[src/rtl/stream_pack.sv]
// stream_pack: gathers Ratio narrow valid/ready words into one registered wide
// beat (lane 0 filled first) so the downstream CDC moves one wide transfer per
// handshake round-trip. Outputs come straight from registers.
module stream_pack #(
  parameter int unsigned InWidth = 8,
  parameter int unsigned Ratio   = 4
) (
  input  logic                       clk_i,
  input  logic                       rst_ni,
  input  logic                       clr_i,
  input  logic                       flush_i,
  input  logic [InWidth-1:0]         data_i,
  input  logic                       last_i,
  input  logic                       valid_i,
  output logic                       ready_o,
  output logic [InWidth*Ratio-1:0]   data_o,
  output logic [Ratio-1:0]           strb_o,
  output logic                       last_o,
  output logic                       valid_o,
  input  logic                       ready_i
);

  localparam int unsigned OutWidth = InWidth * Ratio;
  localparam int unsigned LaneW    = $clog2(Ratio);
  localparam logic [LaneW-1:0] LastLane = LaneW'(Ratio - 1);

  logic [OutWidth-1:0] data_q, data_d;
  logic [Ratio-1:0]    strb_q, strb_d;
  logic                last_q, last_d;
  logic                valid_q, valid_d;
  logic [LaneW-1:0]    cnt_q, cnt_d;

  logic             out_hs;
  logic             in_hs;
  logic [LaneW-1:0] lane;
  logic             flush_close;
  logic             word_close;

  // A held beat may be drained and refilled in the same cycle.
  assign ready_o = !valid_q || ready_i;
  assign out_hs  = valid_q && ready_i;
  assign in_hs   = valid_i && ready_o;

  // Draining frees the whole beat, so a word arriving alongside goes to lane 0.
  assign lane = out_hs ? '0 : cnt_q;

  // Flush only acts on a partial beat that is still filling and not empty.
  assign flush_close = flush_i && !valid_q && ((cnt_q != '0) || in_hs);
  assign word_close  = in_hs && ((lane == LastLane) || last_i);

  assign data_o  = data_q;
  assign strb_o  = strb_q;
  assign last_o  = last_q;
  assign valid_o = valid_q;

  // Next-state for the beat register and lane counter.
  always_comb begin
    data_d  = data_q;
    strb_d  = strb_q;
    last_d  = last_q;
    valid_d = valid_q;
    cnt_d   = cnt_q;

    if (out_hs) begin
      data_d  = '0;
      strb_d  = '0;
      last_d  = 1'b0;
      valid_d = 1'b0;
    end

    if (in_hs) begin
      data_d[lane*InWidth +: InWidth] = data_i;
      strb_d[lane]                    = 1'b1;
      cnt_d                           = LaneW'(lane + 1'b1);
    end

    if (word_close || flush_close) begin
      valid_d = 1'b1;
      cnt_d   = '0;
      last_d  = in_hs ? last_i : 1'b0;
    end
  end

  // Beat register and counter; clear has priority over all traffic.
  always_ff @(posedge clk_i) begin
    if (!rst_ni || clr_i) begin
      data_q  <= '0;
      strb_q  <= '0;
      last_q  <= 1'b0;
      valid_q <= 1'b0;
      cnt_q   <= '0;
    end else begin
      data_q  <= data_d;
      strb_q  <= strb_d;
      last_q  <= last_d;
      valid_q <= valid_d;
      cnt_q   <= cnt_d;
    end
  end

endmodule

[config.mk]
export PLATFORM = sky130hd
export DESIGN_NAME = stream_pack
export DESIGN_NICKNAME = d
export VERILOG_FILES = /design/src/rtl/stream_pack.sv
export SDC_FILE = /design/constraint.sdc
export NUM_CORES = 1
export LEC_CHECK = 0
export CAP_MARGIN = 20
export CORE_MARGIN = 2
export CORE_UTILIZATION = 44
export DETAILED_ROUTE_END_ITERATION = 10
export GPL_ROUTABILITY_DRIVEN = 0
export PLACE_DENSITY = 0.73
export SETUP_SLACK_MARGIN = 0.5
export SYNTH_ARGS = -nofsm -noshare
export SYNTH_HDL_FRONTEND = slang
export SYNTH_SLANG_ARGS = --single-unit
[constraint.sdc]
create_clock -name clk_i -period 4.3 [get_ports clk_i]
set_input_delay 0.86 -clock clk_i [delete_from_list [all_inputs] [get_ports clk_i]]
set_output_delay 0.86 -clock clk_i [all_outputs]
set_load 0.005 [all_outputs]
==> metrics.txt <==
# TYPE chip_impl_metric gauge
chip_impl_metric{name="rrSetupSlack",unit="ns"} 1.85
chip_impl_metric{name="synth.lib_cells_used.distinct",unit=""} 33
chip_impl_metric{name="htree_num_levels",unit=""} 2
chip_impl_info{name="mostFrequentLayoutCell",value="sky130_fd_sc_hd__clkdlybuf4s50_1"} 1
chip_impl_metric{name="cts_hold_repair.buffers",unit=""} 0
chip_impl_info{name="worstHoldPathType",value="flop to flop"} 1
chip_impl_metric{name="antenna_cells_inserted",unit=""} 0
chip_impl_metric{name="mappedNetlistArea",unit="um^2"} 1730
chip_impl_metric{name="worstSkewPairLatency",unit="ns"} 0.30
chip_impl_metric{name="synth.yosys.warnings",unit=""} 0
chip_impl_info{name="worst_hold_startpoint",value="data_o[19]"} 1
chip_impl_metric{name="core_area",unit="um^2"} 3720
chip_impl_metric{name="chipHeight",unit="um"} 66.7
chip_impl_metric{name="dp.final_hpwl",unit="um"} 3190
chip_impl_info{name="critPathKind",value="input port to output pin"} 1
chip_impl_info{name="setup.worst_path.start_class",value="input port"} 1
chip_impl_metric{name="finalHoldViolations",unit=""} 0
chip_impl_metric{name="drcViolationCount",unit=""} 0
chip_impl_info{name="critPathLaunch",value="ready_i"} 1
chip_impl_metric{name="min_period_over_period",unit="%"} 70.9
chip_impl_metric{name="timing.final.crit_period",unit="ns"} 3.05
chip_impl_metric{name="syn_to_final_growth",unit="%"} 39.6
chip_impl_metric{name="multiInputGateArea",unit="um^2"} 856
chip_impl_metric{name="syn-num-nets",unit=""} 211
chip_impl_metric{name="postCtsResizedCells",unit=""} 0
chip_impl_metric{name="drtIter0Drc",unit=""} 124
chip_impl_info{name="cts-root-buf",value="sky130_fd_sc_hd__clkbuf_8"} 1
chip_impl_metric{name="crit_path_max_incr_delay",unit="ns"} 0.51
chip_impl_metric{name="wire_per_inst",unit="um"} 16.1
chip_impl_metric{name="power_per_cell_area",unit="nW/um^2"} 332
chip_impl_info{name="crit_end_element",value="output pin"} 1
chip_impl_metric{name="critical_path_depth",unit=""} 4
chip_impl_metric{name="global_route_wire_length_before_repair",unit="um"} 7580
chip_impl_metric{name="fmax",unit="MHz"} 328
chip_impl_metric{name="tightestPinTransition",unit="ns"} 0.930
chip_impl_info{name="r2r-end",value="data_o[1]"} 1
chip_impl_metric{name="slew_headroom",unit="%"} 38.0
chip_impl_metric{name="syn_inst",unit=""} 188
chip_impl_metric{name="clock_pin_slew_on_the_worst_setup_and_hold_paths",unit="ns"} 0.08
chip_impl_metric{name="max_cap_violations",unit=""} 0
chip_impl_metric{name="route.antenna.remaining_nets",unit=""} 0
chip_impl_metric{name="syn-mean-instance-area",unit="um^2"} 9.20
chip_impl_metric{name="grt_antenna_before_repair",unit=""} 0
chip_impl_metric{name="dr.pass1.iters",unit=""} 4
chip_impl_info{name="critical-path-slowest-cell",value="sky130_fd_sc_hd__clkdlybuf4s50_1"} 1
chip_impl_metric{name="routed-via-count",unit=""} 1626
chip_impl_metric{name="grt_start_max_net_pins",unit=""} 32
chip_impl_info{name="top_reg_cell_synth",value="sky130_fd_sc_hd__dfxtp_1"} 1
chip_impl_metric{name="drt-vias-per-instance",unit=""} 5.71
chip_impl_info{name="timing.rr.start",value="valid_o"} 1
chip_impl_metric{name="cp_data_required_time",unit="ns"} 3.44
chip_impl_metric{name="synth_seq_cells",unit=""} 40
chip_impl_metric{name="leakagePower",unit="nW"} 0.821
chip_impl_metric{name="tritoncts.num_buffers",unit=""} 5
chip_impl_metric{name="finalNetCount",unit=""} 260
chip_impl_metric{name="synth_async_sr_flop_share",unit="%"} 0
chip_impl_metric{name="post_cts.repair.setup_buffers",unit=""} 0
chip_impl_metric{name="synth-edff-count",unit=""} 0
chip_impl_info{name="critPathTopFamily",value="buffers and inverters"} 1
chip_impl_metric{name="layout-drive-gt1-share",unit="%"} 5.91
chip_impl_metric{name="die_area",unit="um^2"} 4450
chip_impl_metric{name="groute.usage.overall",unit="%"} 22.8
chip_impl_info{name="cp_cell_sequence",value="clkdlybuf4s50_1 -> and2b_4 -> inv_4 -> clkdlybuf4s50_1"} 1
chip_impl_metric{name="nFillCells",unit=""} 326
chip_impl_metric{name="drv_slew",unit=""} 0
chip_impl_info{name="run_status",value="finished, final reports clean"} 1
chip_impl_metric{name="fin_worst_skew",unit="ns"} 0.00894
chip_impl_info{name="critical-path-top-cell-by-count",value="sky130_fd_sc_hd__clkdlybuf4s50_1"} 1
chip_impl_metric{name="floorplan.rows",unit=""} 22
chip_impl_info{name="layout.cells.most_common_list",value="sky130_fd_sc_hd__clkdlybuf4s50_1 (53), sky130_fd_sc_hd__dfxtp_1 (40), sky130_fd_sc_hd__nand3_1 (34)"} 1
chip_impl_metric{name="die-width",unit="um"} 66.7
chip_impl_metric{name="worst_ep_arrival_time",unit="ns"} 2.19
chip_impl_metric{name="vdd.ir_drop.worst",unit="uV"} 328
chip_impl_metric{name="clock-sinks",unit=""} 40
chip_impl_metric{name="worst-path-max-fanout",unit=""} 9
chip_impl_metric{name="max-clock-path-buffers",unit=""} 2
chip_impl_info{name="setup_repair_after_global_routing_missed_its_margin",value="false"} 1
chip_impl_metric{name="initial_core_util",unit="%"} 46.6
chip_impl_metric{name="detail_route.wirelength",unit="um"} 4580
chip_impl_metric{name="setup_viol_count_final",unit=""} 0
chip_impl_metric{name="ioPinCount",unit=""} 54
chip_impl_metric{name="worst_hold_slack",unit="ns"} 0.469
chip_impl_info{name="worstSetupEndpoint",value="ready_o"} 1
chip_impl_metric{name="synth.yosys.seq_area_share",unit="%"} 46.3
chip_impl_metric{name="grt.overflow.total",unit=""} 0
chip_impl_metric{name="reg2reg_depth",unit=""} 8
chip_impl_metric{name="vias_in_the_first_global_route",unit=""} 1501
chip_impl_metric{name="sequential_cell_area",unit="um^2"} 801
chip_impl_info{name="tritoncts_clock_tree",value="built"} 1
chip_impl_metric{name="setup_total_negative_slack",unit="ns"} 0
chip_impl_metric{name="cp.buffers_inverters",unit=""} 3
chip_impl_metric{name="placement.io_buffers",unit=""} 53
## flip-flops by register name (all words and copies together), names as in the netlist
signal and flops:
data_o 32, cnt_q 2, strb_o 4, last_o 1
valid_o 1
## worst min-delay path by stage
stage,endpoint,slack (ns),cells after the start
after floorplan,last_o,0.46,2
after global placement,last_o,0.46,2
after detailed placement,data_o[6],0.46,1
after CTS,last_o,0.47,2
after global routing,last_o,0.49,2
final,data_o[19],0.47,2
## metrics by stage
stage	setup WS, ns	util [%]	total power (W)	instance area [um^2]	instances
floorplan	1.80	-	0.000420	1730	188
global placement	1.09	61.5	0.000453	2290	278
detailed placement	0.988	61.5	0.000454	2290	278
CTS	1.24	65.0	0.000805	2420	285
global route	1.11	65.0	0.000832	2420	285
finish	1.25	65.0	0.000802	2420	285
## routing by layer
| metal | up-vias | share of wire (%) | track usage, % |
|---|---|---|---|
| met5 | - | 0 | 0 |
| met4 | 0 | 1.8 | 9.18 |
| met3 | 5 | 6.2 | 5.24 |
| met2 | 61 | 46 | 35.8 |
| met1 | 762 | 46 | 30.2 |
| li1 | 798 | - | - |
## power breakdown
part           switching (W)  leakage [nW]  internal (W)   total, W
clock               0.000127        0.0642      0.000228   0.000356
sequential        0.00000405         0.323      0.000375   0.000379
combinational      0.0000369         0.434     0.0000309  0.0000679
## area by class of cell
| type | instances | share of cell area, % |
|---|---|---|
| repair buffers | 56 | 22.9 |
| inverters | 4 | 0.725 |
| multi-input cells | 130 | 35.4 |
| flip-flops and latches | 40 | 33.1 |
| clock buffers | 5 | 2.85 |
| well taps | 48 | 2.49 |
| clock inverters | 2 | 2.49 |
## cell families (layout without fill, tap and decap cells)
kind of cell,after synthesis,count (layout),synth area share [%]
compound gates,53,53,22.6
buf+inv,18,67,4.27
fa+ha+maj,8,8,5.78
simple gates,69,69,21.1
flops,40,40,46.3
## cells in the mapped netlist (2+ instances only)
| cell | number | area (um^2) |
|---|---|---|
| sky130_fd_sc_hd__dfxtp_1 | 40 | 801 |
| sky130_fd_sc_hd__nor2_1 | 9 | 33.8 |
| sky130_fd_sc_hd__o22ai_1 | 8 | 50.1 |
| sky130_fd_sc_hd__a22o_1 | 8 | 70.1 |
| sky130_fd_sc_hd__nand2_1 | 11 | 41.3 |
| sky130_fd_sc_hd__and2_1 | 2 | 12.5 |
| sky130_fd_sc_hd__a21oi_1 | 17 | 85.1 |
| sky130_fd_sc_hd__clkbuf_1 | 9 | 33.8 |
| sky130_fd_sc_hd__buf_1 | 2 | 7.51 |
| sky130_fd_sc_hd__and3b_1 | 3 | 26.3 |
| sky130_fd_sc_hd__inv_1 | 3 | 11.3 |
| sky130_fd_sc_hd__buf_2 | 3 | 15.0 |
| sky130_fd_sc_hd__ha_1 | 8 | 100 |
| sky130_fd_sc_hd__nand3b_1 | 2 | 15.0 |
| sky130_fd_sc_hd__nand3_1 | 34 | 170 |
| sky130_fd_sc_hd__nand2b_1 | 2 | 12.5 |
| sky130_fd_sc_hd__o2111ai_1 | 8 | 70.1 |
| sky130_fd_sc_hd__a32oi_1 | 4 | 35.0 |
## worst register-to-register path, stage by stage (launching register included)
cell                       delay (ns)
sky130_fd_sc_hd__dfxtp_1         0.41
sky130_fd_sc_hd__nand2_1         0.10
sky130_fd_sc_hd__buf_4           0.31
sky130_fd_sc_hd__and2_1          0.30
sky130_fd_sc_hd__inv_1           0.13
sky130_fd_sc_hd__ha_1            0.36
sky130_fd_sc_hd__and3b_1         0.23
sky130_fd_sc_hd__o2111a_1        0.36
sky130_fd_sc_hd__a22o_1          0.20
Power figures use the tool's default switching activity.
